<file path="src/rtl/id_ex_stage_if.sv">
// ID/EX stage bus: decoded control and operands in from ID, registered
// control/data out to EX, plus the load-use stall indications.
interface id_ex_stage_if #(
    parameter int DATA_W = 32,
    parameter int REG_AW = 5,
    parameter int CNT_W  = 16
);
    logic [1:0]        ID_RegDst;
    logic              ID_ALUSrcB;
    logic [3:0]        ID_ALUOp;
    logic [1:0]        ID_BranchType;
    logic              ID_MemWre;
    logic              ID_MemRead;
    logic              ID_RegWre;
    logic [1:0]        ID_DBDataSrc;
    logic              ID_EX_Flush;
    logic [DATA_W-1:0] ID_PC4, ID_ReadData1, ID_ReadData2, ID_Imm32;
    logic [REG_AW-1:0] ID_rs, ID_rt, ID_rd;

    logic [1:0]        EX_RegDst;
    logic              EX_ALUSrcB;
    logic [3:0]        EX_ALUOp;
    logic [1:0]        EX_BranchType;
    logic              EX_MemWre;
    logic              EX_MemRead;
    logic              EX_RegWre;
    logic [1:0]        EX_DBDataSrc;
    logic [DATA_W-1:0] EX_PC4, EX_ReadData1, EX_ReadData2, EX_Imm32;
    logic [REG_AW-1:0] EX_rs, EX_rt, EX_rd;
    logic              EX_Valid;

    logic              ControlSrc;
    logic              PCStall;
    logic              IF_ID_Stall;
    logic [CNT_W-1:0]  StallCount;

    modport master (
        output ID_RegDst, ID_ALUSrcB, ID_ALUOp, ID_BranchType, ID_MemWre,
               ID_MemRead, ID_RegWre, ID_DBDataSrc, ID_EX_Flush,
               ID_PC4, ID_ReadData1, ID_ReadData2, ID_Imm32, ID_rs, ID_rt, ID_rd,
        input  EX_RegDst, EX_ALUSrcB, EX_ALUOp, EX_BranchType, EX_MemWre,
               EX_MemRead, EX_RegWre, EX_DBDataSrc,
               EX_PC4, EX_ReadData1, EX_ReadData2, EX_Imm32, EX_rs, EX_rt, EX_rd,
               EX_Valid, ControlSrc, PCStall, IF_ID_Stall, StallCount
    );

    modport slave (
        input  ID_RegDst, ID_ALUSrcB, ID_ALUOp, ID_BranchType, ID_MemWre,
               ID_MemRead, ID_RegWre, ID_DBDataSrc, ID_EX_Flush,
               ID_PC4, ID_ReadData1, ID_ReadData2, ID_Imm32, ID_rs, ID_rt, ID_rd,
        output EX_RegDst, EX_ALUSrcB, EX_ALUOp, EX_BranchType, EX_MemWre,
               EX_MemRead, EX_RegWre, EX_DBDataSrc,
               EX_PC4, EX_ReadData1, EX_ReadData2, EX_Imm32, EX_rs, EX_rt, EX_rd,
               EX_Valid, ControlSrc, PCStall, IF_ID_Stall, StallCount
    );
endinterface

</file>
<file path="src/rtl/id_ex_stage.sv">
// ID/EX pipeline register with flush, load-use detection, one-cycle bubble
// insertion and a saturating bubble counter.
module id_ex_stage #(
    parameter int DATA_W = 32,
    parameter int REG_AW = 5,
    parameter int CNT_W  = 16
) (
    input logic          CLK,
    input logic          Reset,
    id_ex_stage_if.slave bus
);
    typedef struct packed {
        logic [1:0] reg_dst;
        logic       alu_src_b;
        logic [3:0] alu_op;
        logic [1:0] branch_type;
        logic       mem_wre;
        logic       mem_read;
        logic       reg_wre;
        logic [1:0] db_data_src;
    } ctrl_t;

    typedef struct packed {
        logic [DATA_W-1:0] pc4;
        logic [DATA_W-1:0] rd1;
        logic [DATA_W-1:0] rd2;
        logic [DATA_W-1:0] imm;
        logic [REG_AW-1:0] rs;
        logic [REG_AW-1:0] rt;
        logic [REG_AW-1:0] rd;
    } data_t;

    ctrl_t            id_ctrl, ctrl_q, ctrl_d;
    data_t            id_data, data_q, data_d;
    logic             valid_q, valid_d;
    logic [CNT_W-1:0] cnt_q, cnt_d;
    logic             load_use;
    logic             stall;

    assign id_ctrl = {bus.ID_RegDst, bus.ID_ALUSrcB, bus.ID_ALUOp, bus.ID_BranchType,
                      bus.ID_MemWre, bus.ID_MemRead, bus.ID_RegWre, bus.ID_DBDataSrc};
    assign id_data = {bus.ID_PC4, bus.ID_ReadData1, bus.ID_ReadData2, bus.ID_Imm32,
                      bus.ID_rs, bus.ID_rt, bus.ID_rd};

    // Load in EX writing a register that the instruction in ID reads; $0 never counts.
    // The rt compare is conservative: a store's data register also stalls.
    assign load_use = ctrl_q.mem_read & ctrl_q.reg_wre & (data_q.rt != '0) &
                      ((data_q.rt == bus.ID_rs) | (data_q.rt == bus.ID_rt));
    // A flush redirects fetch anyway, so it suppresses the stall.
    assign stall    = load_use & ~bus.ID_EX_Flush;

    // Next-state selection: flush beats bubble beats normal issue.
    always_comb begin
        ctrl_d  = id_ctrl;
        data_d  = id_data;
        valid_d = 1'b1;
        cnt_d   = cnt_q;
        if (bus.ID_EX_Flush) begin
            ctrl_d  = '0;
            data_d  = '0;
            valid_d = 1'b0;
        end else if (stall) begin
            // Data still loads; with the controls cleared it is never used.
            ctrl_d  = '0;
            valid_d = 1'b0;
            if (cnt_q != '1) begin
                cnt_d = cnt_q + 1'b1;
            end
        end
    end

    // Pipeline register and counter state.
    always_ff @(posedge CLK or posedge Reset) begin
        if (Reset) begin
            ctrl_q  <= '0;
            data_q  <= '0;
            valid_q <= 1'b0;
            cnt_q   <= '0;
        end else begin
            ctrl_q  <= ctrl_d;
            data_q  <= data_d;
            valid_q <= valid_d;
            cnt_q   <= cnt_d;
        end
    end

    assign bus.EX_RegDst     = ctrl_q.reg_dst;
    assign bus.EX_ALUSrcB    = ctrl_q.alu_src_b;
    assign bus.EX_ALUOp      = ctrl_q.alu_op;
    assign bus.EX_BranchType = ctrl_q.branch_type;
    assign bus.EX_MemWre     = ctrl_q.mem_wre;
    assign bus.EX_MemRead    = ctrl_q.mem_read;
    assign bus.EX_RegWre     = ctrl_q.reg_wre;
    assign bus.EX_DBDataSrc  = ctrl_q.db_data_src;
    assign bus.EX_PC4        = data_q.pc4;
    assign bus.EX_ReadData1  = data_q.rd1;
    assign bus.EX_ReadData2  = data_q.rd2;
    assign bus.EX_Imm32      = data_q.imm;
    assign bus.EX_rs         = data_q.rs;
    assign bus.EX_rt         = data_q.rt;
    assign bus.EX_rd         = data_q.rd;
    assign bus.EX_Valid      = valid_q;
    assign bus.StallCount    = cnt_q;
    assign bus.ControlSrc    = stall;
    assign bus.PCStall       = stall;
    assign bus.IF_ID_Stall   = stall;
endmodule
</file>
<file path="src/flat_wrapper.sv">
// flat-port wrapper written by rule: the top's interface ports become plain ports
module id_ex_stage_flat 
#(
    parameter int DATA_W = 32,
    parameter int REG_AW = 5,
    parameter int CNT_W  = 16
)
  (CLK, Reset, bus_ID_RegDst, bus_ID_ALUSrcB, bus_ID_ALUOp, bus_ID_BranchType, bus_ID_MemWre, bus_ID_MemRead, bus_ID_RegWre, bus_ID_DBDataSrc, bus_ID_EX_Flush, bus_ID_PC4, bus_ID_ReadData1, bus_ID_ReadData2, bus_ID_Imm32, bus_ID_rs, bus_ID_rt, bus_ID_rd, bus_EX_RegDst, bus_EX_ALUSrcB, bus_EX_ALUOp, bus_EX_BranchType, bus_EX_MemWre, bus_EX_MemRead, bus_EX_RegWre, bus_EX_DBDataSrc, bus_EX_PC4, bus_EX_ReadData1, bus_EX_ReadData2, bus_EX_Imm32, bus_EX_rs, bus_EX_rt, bus_EX_rd, bus_EX_Valid, bus_ControlSrc, bus_PCStall, bus_IF_ID_Stall, bus_StallCount);
  id_ex_stage_if #(.DATA_W(DATA_W), .REG_AW(REG_AW), .CNT_W(CNT_W)) bus_i ();
  input logic CLK;
  input logic Reset;
  input wire logic [$bits(bus_i.ID_RegDst)-1:0] bus_ID_RegDst;
  input wire logic [$bits(bus_i.ID_ALUSrcB)-1:0] bus_ID_ALUSrcB;
  input wire logic [$bits(bus_i.ID_ALUOp)-1:0] bus_ID_ALUOp;
  input wire logic [$bits(bus_i.ID_BranchType)-1:0] bus_ID_BranchType;
  input wire logic [$bits(bus_i.ID_MemWre)-1:0] bus_ID_MemWre;
  input wire logic [$bits(bus_i.ID_MemRead)-1:0] bus_ID_MemRead;
  input wire logic [$bits(bus_i.ID_RegWre)-1:0] bus_ID_RegWre;
  input wire logic [$bits(bus_i.ID_DBDataSrc)-1:0] bus_ID_DBDataSrc;
  input wire logic [$bits(bus_i.ID_EX_Flush)-1:0] bus_ID_EX_Flush;
  input wire logic [$bits(bus_i.ID_PC4)-1:0] bus_ID_PC4;
  input wire logic [$bits(bus_i.ID_ReadData1)-1:0] bus_ID_ReadData1;
  input wire logic [$bits(bus_i.ID_ReadData2)-1:0] bus_ID_ReadData2;
  input wire logic [$bits(bus_i.ID_Imm32)-1:0] bus_ID_Imm32;
  input wire logic [$bits(bus_i.ID_rs)-1:0] bus_ID_rs;
  input wire logic [$bits(bus_i.ID_rt)-1:0] bus_ID_rt;
  input wire logic [$bits(bus_i.ID_rd)-1:0] bus_ID_rd;
  output wire logic [$bits(bus_i.EX_RegDst)-1:0] bus_EX_RegDst;
  output wire logic [$bits(bus_i.EX_ALUSrcB)-1:0] bus_EX_ALUSrcB;
  output wire logic [$bits(bus_i.EX_ALUOp)-1:0] bus_EX_ALUOp;
  output wire logic [$bits(bus_i.EX_BranchType)-1:0] bus_EX_BranchType;
  output wire logic [$bits(bus_i.EX_MemWre)-1:0] bus_EX_MemWre;
  output wire logic [$bits(bus_i.EX_MemRead)-1:0] bus_EX_MemRead;
  output wire logic [$bits(bus_i.EX_RegWre)-1:0] bus_EX_RegWre;
  output wire logic [$bits(bus_i.EX_DBDataSrc)-1:0] bus_EX_DBDataSrc;
  output wire logic [$bits(bus_i.EX_PC4)-1:0] bus_EX_PC4;
  output wire logic [$bits(bus_i.EX_ReadData1)-1:0] bus_EX_ReadData1;
  output wire logic [$bits(bus_i.EX_ReadData2)-1:0] bus_EX_ReadData2;
  output wire logic [$bits(bus_i.EX_Imm32)-1:0] bus_EX_Imm32;
  output wire logic [$bits(bus_i.EX_rs)-1:0] bus_EX_rs;
  output wire logic [$bits(bus_i.EX_rt)-1:0] bus_EX_rt;
  output wire logic [$bits(bus_i.EX_rd)-1:0] bus_EX_rd;
  output wire logic [$bits(bus_i.EX_Valid)-1:0] bus_EX_Valid;
  output wire logic [$bits(bus_i.ControlSrc)-1:0] bus_ControlSrc;
  output wire logic [$bits(bus_i.PCStall)-1:0] bus_PCStall;
  output wire logic [$bits(bus_i.IF_ID_Stall)-1:0] bus_IF_ID_Stall;
  output wire logic [$bits(bus_i.StallCount)-1:0] bus_StallCount;
  assign bus_i.ID_RegDst = bus_ID_RegDst;
  assign bus_i.ID_ALUSrcB = bus_ID_ALUSrcB;
  assign bus_i.ID_ALUOp = bus_ID_ALUOp;
  assign bus_i.ID_BranchType = bus_ID_BranchType;
  assign bus_i.ID_MemWre = bus_ID_MemWre;
  assign bus_i.ID_MemRead = bus_ID_MemRead;
  assign bus_i.ID_RegWre = bus_ID_RegWre;
  assign bus_i.ID_DBDataSrc = bus_ID_DBDataSrc;
  assign bus_i.ID_EX_Flush = bus_ID_EX_Flush;
  assign bus_i.ID_PC4 = bus_ID_PC4;
  assign bus_i.ID_ReadData1 = bus_ID_ReadData1;
  assign bus_i.ID_ReadData2 = bus_ID_ReadData2;
  assign bus_i.ID_Imm32 = bus_ID_Imm32;
  assign bus_i.ID_rs = bus_ID_rs;
  assign bus_i.ID_rt = bus_ID_rt;
  assign bus_i.ID_rd = bus_ID_rd;
  assign bus_EX_RegDst = bus_i.EX_RegDst;
  assign bus_EX_ALUSrcB = bus_i.EX_ALUSrcB;
  assign bus_EX_ALUOp = bus_i.EX_ALUOp;
  assign bus_EX_BranchType = bus_i.EX_BranchType;
  assign bus_EX_MemWre = bus_i.EX_MemWre;
  assign bus_EX_MemRead = bus_i.EX_MemRead;
  assign bus_EX_RegWre = bus_i.EX_RegWre;
  assign bus_EX_DBDataSrc = bus_i.EX_DBDataSrc;
  assign bus_EX_PC4 = bus_i.EX_PC4;
  assign bus_EX_ReadData1 = bus_i.EX_ReadData1;
  assign bus_EX_ReadData2 = bus_i.EX_ReadData2;
  assign bus_EX_Imm32 = bus_i.EX_Imm32;
  assign bus_EX_rs = bus_i.EX_rs;
  assign bus_EX_rt = bus_i.EX_rt;
  assign bus_EX_rd = bus_i.EX_rd;
  assign bus_EX_Valid = bus_i.EX_Valid;
  assign bus_ControlSrc = bus_i.ControlSrc;
  assign bus_PCStall = bus_i.PCStall;
  assign bus_IF_ID_Stall = bus_i.IF_ID_Stall;
  assign bus_StallCount = bus_i.StallCount;
  id_ex_stage #(.DATA_W(DATA_W), .REG_AW(REG_AW), .CNT_W(CNT_W)) u_core (.CLK(CLK), .Reset(Reset), .bus(bus_i));
endmodule
</file>
<file path="config.mk">
export PLATFORM = sky130hd
export DESIGN_NAME = id_ex_stage_flat
export DESIGN_NICKNAME = d
export VERILOG_FILES = /design/src/rtl/id_ex_stage_if.sv /design/src/rtl/id_ex_stage.sv /design/src/flat_wrapper.sv
export SDC_FILE = /design/constraint.sdc
export NUM_CORES = 1
export LEC_CHECK = 0
export CELL_PAD_IN_SITES_DETAIL_PLACEMENT = 0
export CELL_PAD_IN_SITES_GLOBAL_PLACEMENT = 2
export CORE_MARGIN = 2
export CORE_UTILIZATION = 21
export CTS_CLUSTER_DIAMETER = 150
export DETAILED_ROUTE_END_ITERATION = 8
export PLACE_DENSITY = 0.79
export SLEW_MARGIN = 15
export SYNTH_ARGS = -nofsm -noshare
export SYNTH_HDL_FRONTEND = slang
export SYNTH_SLANG_ARGS = --single-unit
</file>
<file path="constraint.sdc">
create_clock -name CLK -period 5.9 [get_ports CLK]
set_input_delay 0.885 -clock CLK [delete_from_list [all_inputs] [get_ports CLK]]
set_output_delay 0.885 -clock CLK [all_outputs]
set_load 0.01 [all_outputs]
</file>
### After elaboration in Yosys (flattened, before gate mapping)

Index checks and enable logic that the tools add are counted.

* word-level logic and storage cells: 34
* register bits after elaboration: 174

* bitwise logic cells: 6
* mux-type cells: 5
* $add $sub $neg: 1
* eq/ne operators: 3
* reduce and logical (&&, ||, !) cells: 2

Operators with widths (number)
* 143-bit two-way mux: 1
* 14-bit two-way mux: 2
* 16-bit by 1-bit adder with 16-bit output, second input constant: 1
* 16-bit != test, second input constant: 1
* 5-bit equality test: 2
* 5-bit nonzero test: 1
* 1-bit AND: 4
* 3-bit AND reduction: 1
* 1-bit two-way mux: 2
* 1-bit inverter: 1
* 1-bit OR: 1

### Logic depth before layout (Yosys ltp)

* depth in word-level cells: 6
* gate-level depth with buffers: 7
* mapped depth without buffers: 6

### Worst setup path before layout

OpenSTA, ideal clock, no wires.

* path kind: in2out
* start point: input bus_ID_rs[4]
* end point: output bus_IF_ID_Stall
* buffers on the path: 2
* arrival time: 2.130 ns
* cell stages on the path: 7
* path slack: 2.885 ns
* cells stage by stage: xnor2_1 -> nand3_1 -> o22ai_2 -> buf_2 -> nand2_1 -> nor2_1 -> buf_4

* longest elaborated chain between the ends: 4

RTL lines
* from (decl): RTL line flat_wrapper.sv:25 `input wire logic [$bits(bus_i.ID_rs)-1:0] bus_ID_rs;`
* 5-bit equality test: RTL line id_ex_stage.sv:48 `((data_q.rt == bus.ID_rs) | (data_q.rt == bus.ID_rt));`
* 1-bit OR: RTL line id_ex_stage.sv:48
* 1-bit AND: RTL line id_ex_stage.sv:47 `assign load_use = ctrl_q.mem_read & ctrl_q.reg_wre & (data_q.rt != '0) &`
* 1-bit AND: RTL line id_ex_stage.sv:50 `assign stall = load_use & ~bus.ID_EX_Flush;`
* to (decl): RTL line flat_wrapper.sv:46 `output wire logic [$bits(bus_i.IF_ID_Stall)-1:0] bus_IF_ID_Stall;`

No other way between the ends.

### Worst setup path after layout

* start point: input bus_ID_rs[1]
* end point: output bus_IF_ID_Stall

The elaborated chain is that of the path after synthesis.

==> flow_summary.ini <==
[sta]
setup_viol = 0
clock-skew-final_ps = 11.7
finalHoldViolations = 0
setup_repair_after_global_routing_missed_its_margin = false
layout_worst_path_cycle_share_pct = 66.7
tightest_pin_transition_ps = 793
timing.final.crit_period_ps = 3940
worst_slew_margin_rel_pct = 47.2
clock.fmax_ghz = 0.254
slew_viol_final = 0
finalSetupTns_ps = 0

[critical_path]
setup.worst_path.start = bus_ID_rs[1]
critical_path.max_fanout = 17
r2r_slack_ps = 3910
worstSetupPathType = input port to primary output
cp_data_arrival_time_ps = 3050
reg2reg_depth = 5
r2r_end = u_core.bus.StallCount[1]
end_kind = primary output
crit_end = bus_IF_ID_Stall
critPathLaunchType = input port
r2r_start = u_core.bus.EX_rt[3]
cp.required_ps = 5020

[route]
drt-initial-drc-count = 147
final_routed_wire_length_divided_by_cell_count_um = 15.8
vias = 4363
routed_wl_um = 18300
drc_errors = 0
detail_route.first_pass.iterations = 4
viasPerCell = 3.75
ant_nets = 0

[clocking]
clock_latency_ps = 420
cts_max_level = 4
count_of_hold_buffers_inserted_by_post_cts_repair = 0
cts.sink_count = 174
cts_made_buffers = 17
clock_pin_slew_on_the_worst_setup_and_hold_paths_ps = 70
post_cts_resize_count = 0
post_cts.repair.setup_buffers = 0
cts_root_buf = clkbuf_16
cts.path.max_buffers = 2
cts_tree = done

[grt]
grt_first_pass_wirelength_um = 28400
grt_start_max_net_pins = 92
first_global_vias = 4674
globalRoute.totalOverflow = 0
grt_util_all_layers_pct = 12.4
antenna_found_initial = 0

[run]
max-cap-violations = 0

[synthesis]
yosys-mux-area-fraction_pct = 0.187
synthesis.yosys.warnings = 0
synth-seq-area-share_pct = 72.4
avgSynthCellArea_sq_um = 13.9
synth_area_sq_um = 6010
postSynthRegisterBits = 174
synth-compound-area-share_pct = 1.23
post_synthesis_xor_xnor_area_fraction_pct = 3.64
synth_nets = 593
synthCells = 432
synth_top_family_by_area = simple AND/OR/NAND/NOR gates
synth-adder-area-share_pct = 0.208
netlist-cell-type-count = 29
share_of_synthesized_cell_area_in_and_or_nand_and_nor_gates_pct = 20.5

[floorplan]
num_rows = 61
start_util_pct = 21.5
floorplan.die_area_sq_um = 30000
num_io_pins = 337
area_of_the_core_sq_um = 28000
die_height_um = 173
chipWidth_um = 173

[place]
dpl.hpwl_um = 13600
dpl.cell_count = 1130
gp_congestion = 0.743
io_buffer_count = 336

[finish]
final_cell_count_no_fill = 1162
layout-drive-gt1-share_pct = 5.74
seq_area_sq_um = 4350
commonest_cells_after_routing_fill_and_taps_aside = clkdlybuf4s50_1, dfrtp_1, nor2b_1
final_nets = 932
n_antenna_cell = 0
area_growth_syn_to_layout_pct = 73.5
multi_input_area_sq_um = 1550
final.fill_count = 2792
mostFrequentLayoutCell = clkdlybuf4s50_1

[power_and_ir_drop]
power.static_leakage_nw = 4.39
vdd.ir_drop.worst_uv = 170
powerDensity_nw_per_um2 = 272

[outcome]
run_status = finished clean

[worst_hold_path]
worst_hold_path_type = flip-flop to flip-flop
## Yosys cell counts, drive strengths merged
| cell | count | share of area (%) |
|---|---|---|
| dfrtp | 174 | 72 |
| nor2b | 143 | 15 |
| xnor2 | 22 | 3.2 |
| clkbuf | 16 | 1.0 |
| and2 | 14 | 1.5 |
| nand3 | 12 | 1.0 |
| nand2 | 8 | 0.50 |
| and3 | 6 | 0.62 |
| nor2 | 6 | 0.37 |
| buf | 5 | 0.71 |
| nand4 | 4 | 0.42 |
| and4 | 3 | 0.44 |
| xor2 | 3 | 0.44 |
| a211oi | 2 | 0.25 |
| inv | 2 | 0.12 |
| a21oi | 1 | 0.27 |
| ha | 1 | 0.21 |
| mux2 | 1 | 0.19 |
| nand3b | 1 | 0.12 |
| nor3 | 1 | 0.083 |
| nor3b | 1 | 0.12 |
| nor4 | 1 | 0.10 |
| nor4b | 1 | 0.15 |
| o211a | 1 | 0.29 |
| o211ai | 1 | 0.21 |
| o22ai | 1 | 0.21 |
| or4 | 1 | 0.19 |
## cell families after synthesis
kind of cell,Yosys count
mux,1
compound gates,6
flops,174
fa+ha+maj,1
simple gates,202
buf+inv,23
xor+xnor,25
## worst min-delay path by stage
stage / start / endpoint / slack (ps) / cells past startpoint
floorplan: u_core.bus.StallCount[15] / u_core.bus.StallCount[15] / 520 / 1
global placement: u_core.bus.StallCount[5] / u_core.bus.StallCount[5] / 490 / 1
detailed placement: u_core.bus.StallCount[11] / u_core.bus.StallCount[11] / 500 / 1
CTS: u_core.bus.StallCount[11] / u_core.bus.StallCount[11] / 510 / 1
global route: u_core.bus.StallCount[11] / u_core.bus.StallCount[11] / 540 / 1
finish: u_core.bus.StallCount[11] / u_core.bus.StallCount[11] / 500 / 1
## through the flow
step	total power [mW]	utilization [%]	cell area [sq um]	hold WS, ps	setup WS (ps)
2_1_floorplan	1.40	-	6010	519	298
3_3_place_gp	1.66	35.0	9800	492	1920
3_5_place_dp	1.66	35.0	9800	497	1900
4_1_cts	2.89	37.2	10400	508	1900
5_1_grt	2.97	37.2	10400	545	1770
6_report	2.83	37.2	10400	500	1960
## state kept, by name, indices dropped and copies added, names as in the netlist, 2 cells and up
register	count
u_core.bus.EX_Imm32	32
u_core.bus.EX_PC4	32
u_core.bus.EX_ReadData1	32
u_core.bus.EX_ReadData2	32
u_core.bus.StallCount	16
u_core.bus.EX_rd	5
u_core.bus.EX_rs	5
u_core.bus.EX_rt	5
u_core.bus.EX_ALUOp	4
u_core.bus.EX_BranchType	2
u_core.bus.EX_DBDataSrc	2
u_core.bus.EX_RegDst	2
## report_power, final
part,internal (mW),total [mW],switching (mW)
Clock,0.663,1.21,0.544
Combinational,0.222,0.357,0.135
Sequential,1.25,1.27,0.0204
## cell type report
class,count,share of cell area [%]
flip-flops and latches,174,41.7
well taps,378,4.53
inverters,2,0.120
multi-input cells,235,14.8
repair buffers,341,32.7
clock buffers,18,4.21
clock inverters,14,1.87
## per-layer routing
metal | global-route usage, % | wire, um | vias up
met4 | 4.98 | 370 | 0
met1 | 14.3 | 7490 | 2088
met5 | 0 | 0 | -
li1 | - | - | 2031
met2 | 20.6 | 8820 | 221
met3 | 4.99 | 1640 | 23
## worst max-delay path, cell delays in order
cell             delay (ps)
clkdlybuf4s50_1         450
xnor2_1                 260
nand3_1                 160
o22ai_2                 200
buf_4                   270
nand2_1                  80
nor2_1                  160
clkdlybuf4s50_1         570
No activity file was read; power rests on OpenSTA's default activity.
==> RTL edit: new RTL, same flow settings <==
`CNT_W` is set to 16 in 3 places; all go to 20.
--- a/src/rtl/id_ex_stage_if.sv
+++ b/src/rtl/id_ex_stage_if.sv
@@ -3,7 +3,7 @@
 interface id_ex_stage_if #(
     parameter int DATA_W = 32,
     parameter int REG_AW = 5,
-    parameter int CNT_W  = 16
+    parameter int CNT_W  = 20
 );
     logic [1:0]        ID_RegDst;
     logic              ID_ALUSrcB;
--- a/src/rtl/id_ex_stage.sv
+++ b/src/rtl/id_ex_stage.sv
@@ -3,7 +3,7 @@
 module id_ex_stage #(
     parameter int DATA_W = 32,
     parameter int REG_AW = 5,
-    parameter int CNT_W  = 16
+    parameter int CNT_W  = 20
 ) (
     input logic          CLK,
     input logic          Reset,
--- a/src/flat_wrapper.sv
+++ b/src/flat_wrapper.sv
@@ -3,7 +3,7 @@
 #(
     parameter int DATA_W = 32,
     parameter int REG_AW = 5,
-    parameter int CNT_W  = 16
+    parameter int CNT_W  = 20
 )
   (CLK, Reset, bus_ID_RegDst, bus_ID_ALUSrcB, bus_ID_ALUOp, bus_ID_BranchType, bus_ID_MemWre, bus_ID_MemRead, bus_ID_RegWre, bus_ID_DBDataSrc, bus_ID_EX_Flush, bus_ID_PC4, bus_ID_ReadData1, bus_ID_ReadData2, bus_ID_Imm32, bus_ID_rs, bus_ID_rt, bus_ID_rd, bus_EX_RegDst, bus_EX_ALUSrcB, bus_EX_ALUOp, bus_EX_BranchType, bus_EX_MemWre, bus_EX_MemRead, bus_EX_RegWre, bus_EX_DBDataSrc, bus_EX_PC4, bus_EX_ReadData1, bus_EX_ReadData2, bus_EX_Imm32, bus_EX_rs, bus_EX_rt, bus_EX_rd, bus_EX_Valid, bus_ControlSrc, bus_PCStall, bus_IF_ID_Stall, bus_StallCount);
   id_ex_stage_if #(.DATA_W(DATA_W), .REG_AW(REG_AW), .CNT_W(CNT_W)) bus_i ();
Ports: changed (resized bus_StallCount); port bits go from 337 to 341. The function was not compared with the original's and may differ.
==> RTL edit against the original RTL <==
Routed wire length increased by 1.9%. Largest cell class unchanged. Fmax shrank 2.7%. Sequential cell count increased by 4. Critical path type unchanged. Critical path depth is 1 lower. Worst setup slack lost 0.11 ns. Area after synthesis grew 3.2%. Power shrank 3.0%. Cell area rose by 1.6%. Clock skew barely moved. Synthesized cell count up 5.1%. Register-to-register slack worse by 0.31 ns. Hold slack better by 0.017 ns. First-iteration DRC count down 8.8%.
==> RTL edit: results (changes against the original RTL) <==
run status=complete, no violations; vias in the first global route=4719 (+0.96%); PD cells=259 mW/mm^2 (-4.5%); Post-Route Skew=0.0118 ns (+0.0000639 ns); Synth Area in Compound Gates=0.403% (-0.82 points); GRT Overall Usage=12.1% (-0.32 points); CP startpoint=bus_ID_rt[1]; worst-path maximum fanout=10 (-7); Root Buffer Master=clkbuf_16; share of cells above drive strength 1=5.58% (-0.16 points); met2 routed WL=9.15 mm (+3.8%); final worst path period share=68.6% (+1.8 points); Synth cell types=33 (+14%); Synth Area in Adders=0.202% (-0.0065 points); first-pass GRT wire length=28.3 mm (-0.15%); mux contribution to synthesized area=0.423% (+0.24 points); vias per cell=3.73 (-0.53%); Nets=956 (+2.6%); Peak supply drop=0.150 mV (-12%); initial antenna violation count=0 (unchanged); routing usage on met3=4.74% (-0.25 points); R2R Path End=u_core.bus.StallCount[19]$_DFFE_PP0P_; WP data arrival=3.16 ns (+0.11 ns); Hold Path Sink=u_core.bus.StallCount[7]$_DFFE_PP0P_; DP Cell Count=1160 (+2.7%); r2r setup slk=3.60 ns (-0.31 ns); Lkg Pwr=4.48 nW (+2.0%); wire length on met3=1.57 mm (-4.3%); HP Start=u_core.bus.StallCount[7]$_DFFE_PP0P_; Synth Instances=454 (+5.1%); DP Area=0.0100 mm^2 (+2.3%); Met1 Wirelength=7.63 mm (+1.8%); largest net degree at the start of global routing=106 (+15%); drt wl/cell=15.7 um (-0.57%); met2 Use GR=19.7% (-0.83 points); worst-margin pin slew=0.933 ns (+0.140 ns); top cells by area, synth=dfrtp_1 72%, nor2b_1 15%, xnor2_1 2.7%; hold_ws=0.517 ns (+0.0174 ns); xor/xnor share of the synthesized area=3.95% (+0.31 points); met1 Track Usage GR=14.7% (+0.34 points); DRT iter0 DRCs=134 (-8.8%); register area share after synthesis=71.8% (-0.67 points); WL final=18.7 mm (+1.9%); FILL cells=2852 (+2.1%); Synth Net Count=615 (+3.7%); number of gates resized after cts=0 (unchanged); top_reg_cell synth=dfrtp_1
-- RTL edit: changes by cell type after synthesis, sizes merged, moves of 2 or more --
cell	unedited run	this run
nor4	1	5
xor2	3	9
xnor2	22	19
and3	6	4
dfrtp	174	178
and4	3	0
nor4b	1	3
a211oi	2	0
nor3	1	4
nand2	8	16
-- RTL edit: critical path, cell delays in order --
cell and delay (ns):
clkdlybuf4s50_1 0.49, xnor2_1 0.12, nand3_1 0.13, o22ai_1 0.32, nand2_1 0.34, nor2_1 0.29, clkdlybuf4s50_1 0.58
-- RTL edit: final cells by class --
cell class	instances	area share [%]
flip-flops and latches	178	42.0
clock inverters	14	1.39
repair buffers	343	32.3
multi-input cells	254	15.6
inverters	1	0.106
clock buffers	17	4.02
well taps	384	4.53
-- RTL edit: power breakdown --
group | internal (mW) | leakage (nW) | switching (mW)
combinational | 0.218 | 1.89 | 0.130
clock | 0.563 | 0.275 | 0.542
sequential | 1.27 | 2.31 | 0.0184
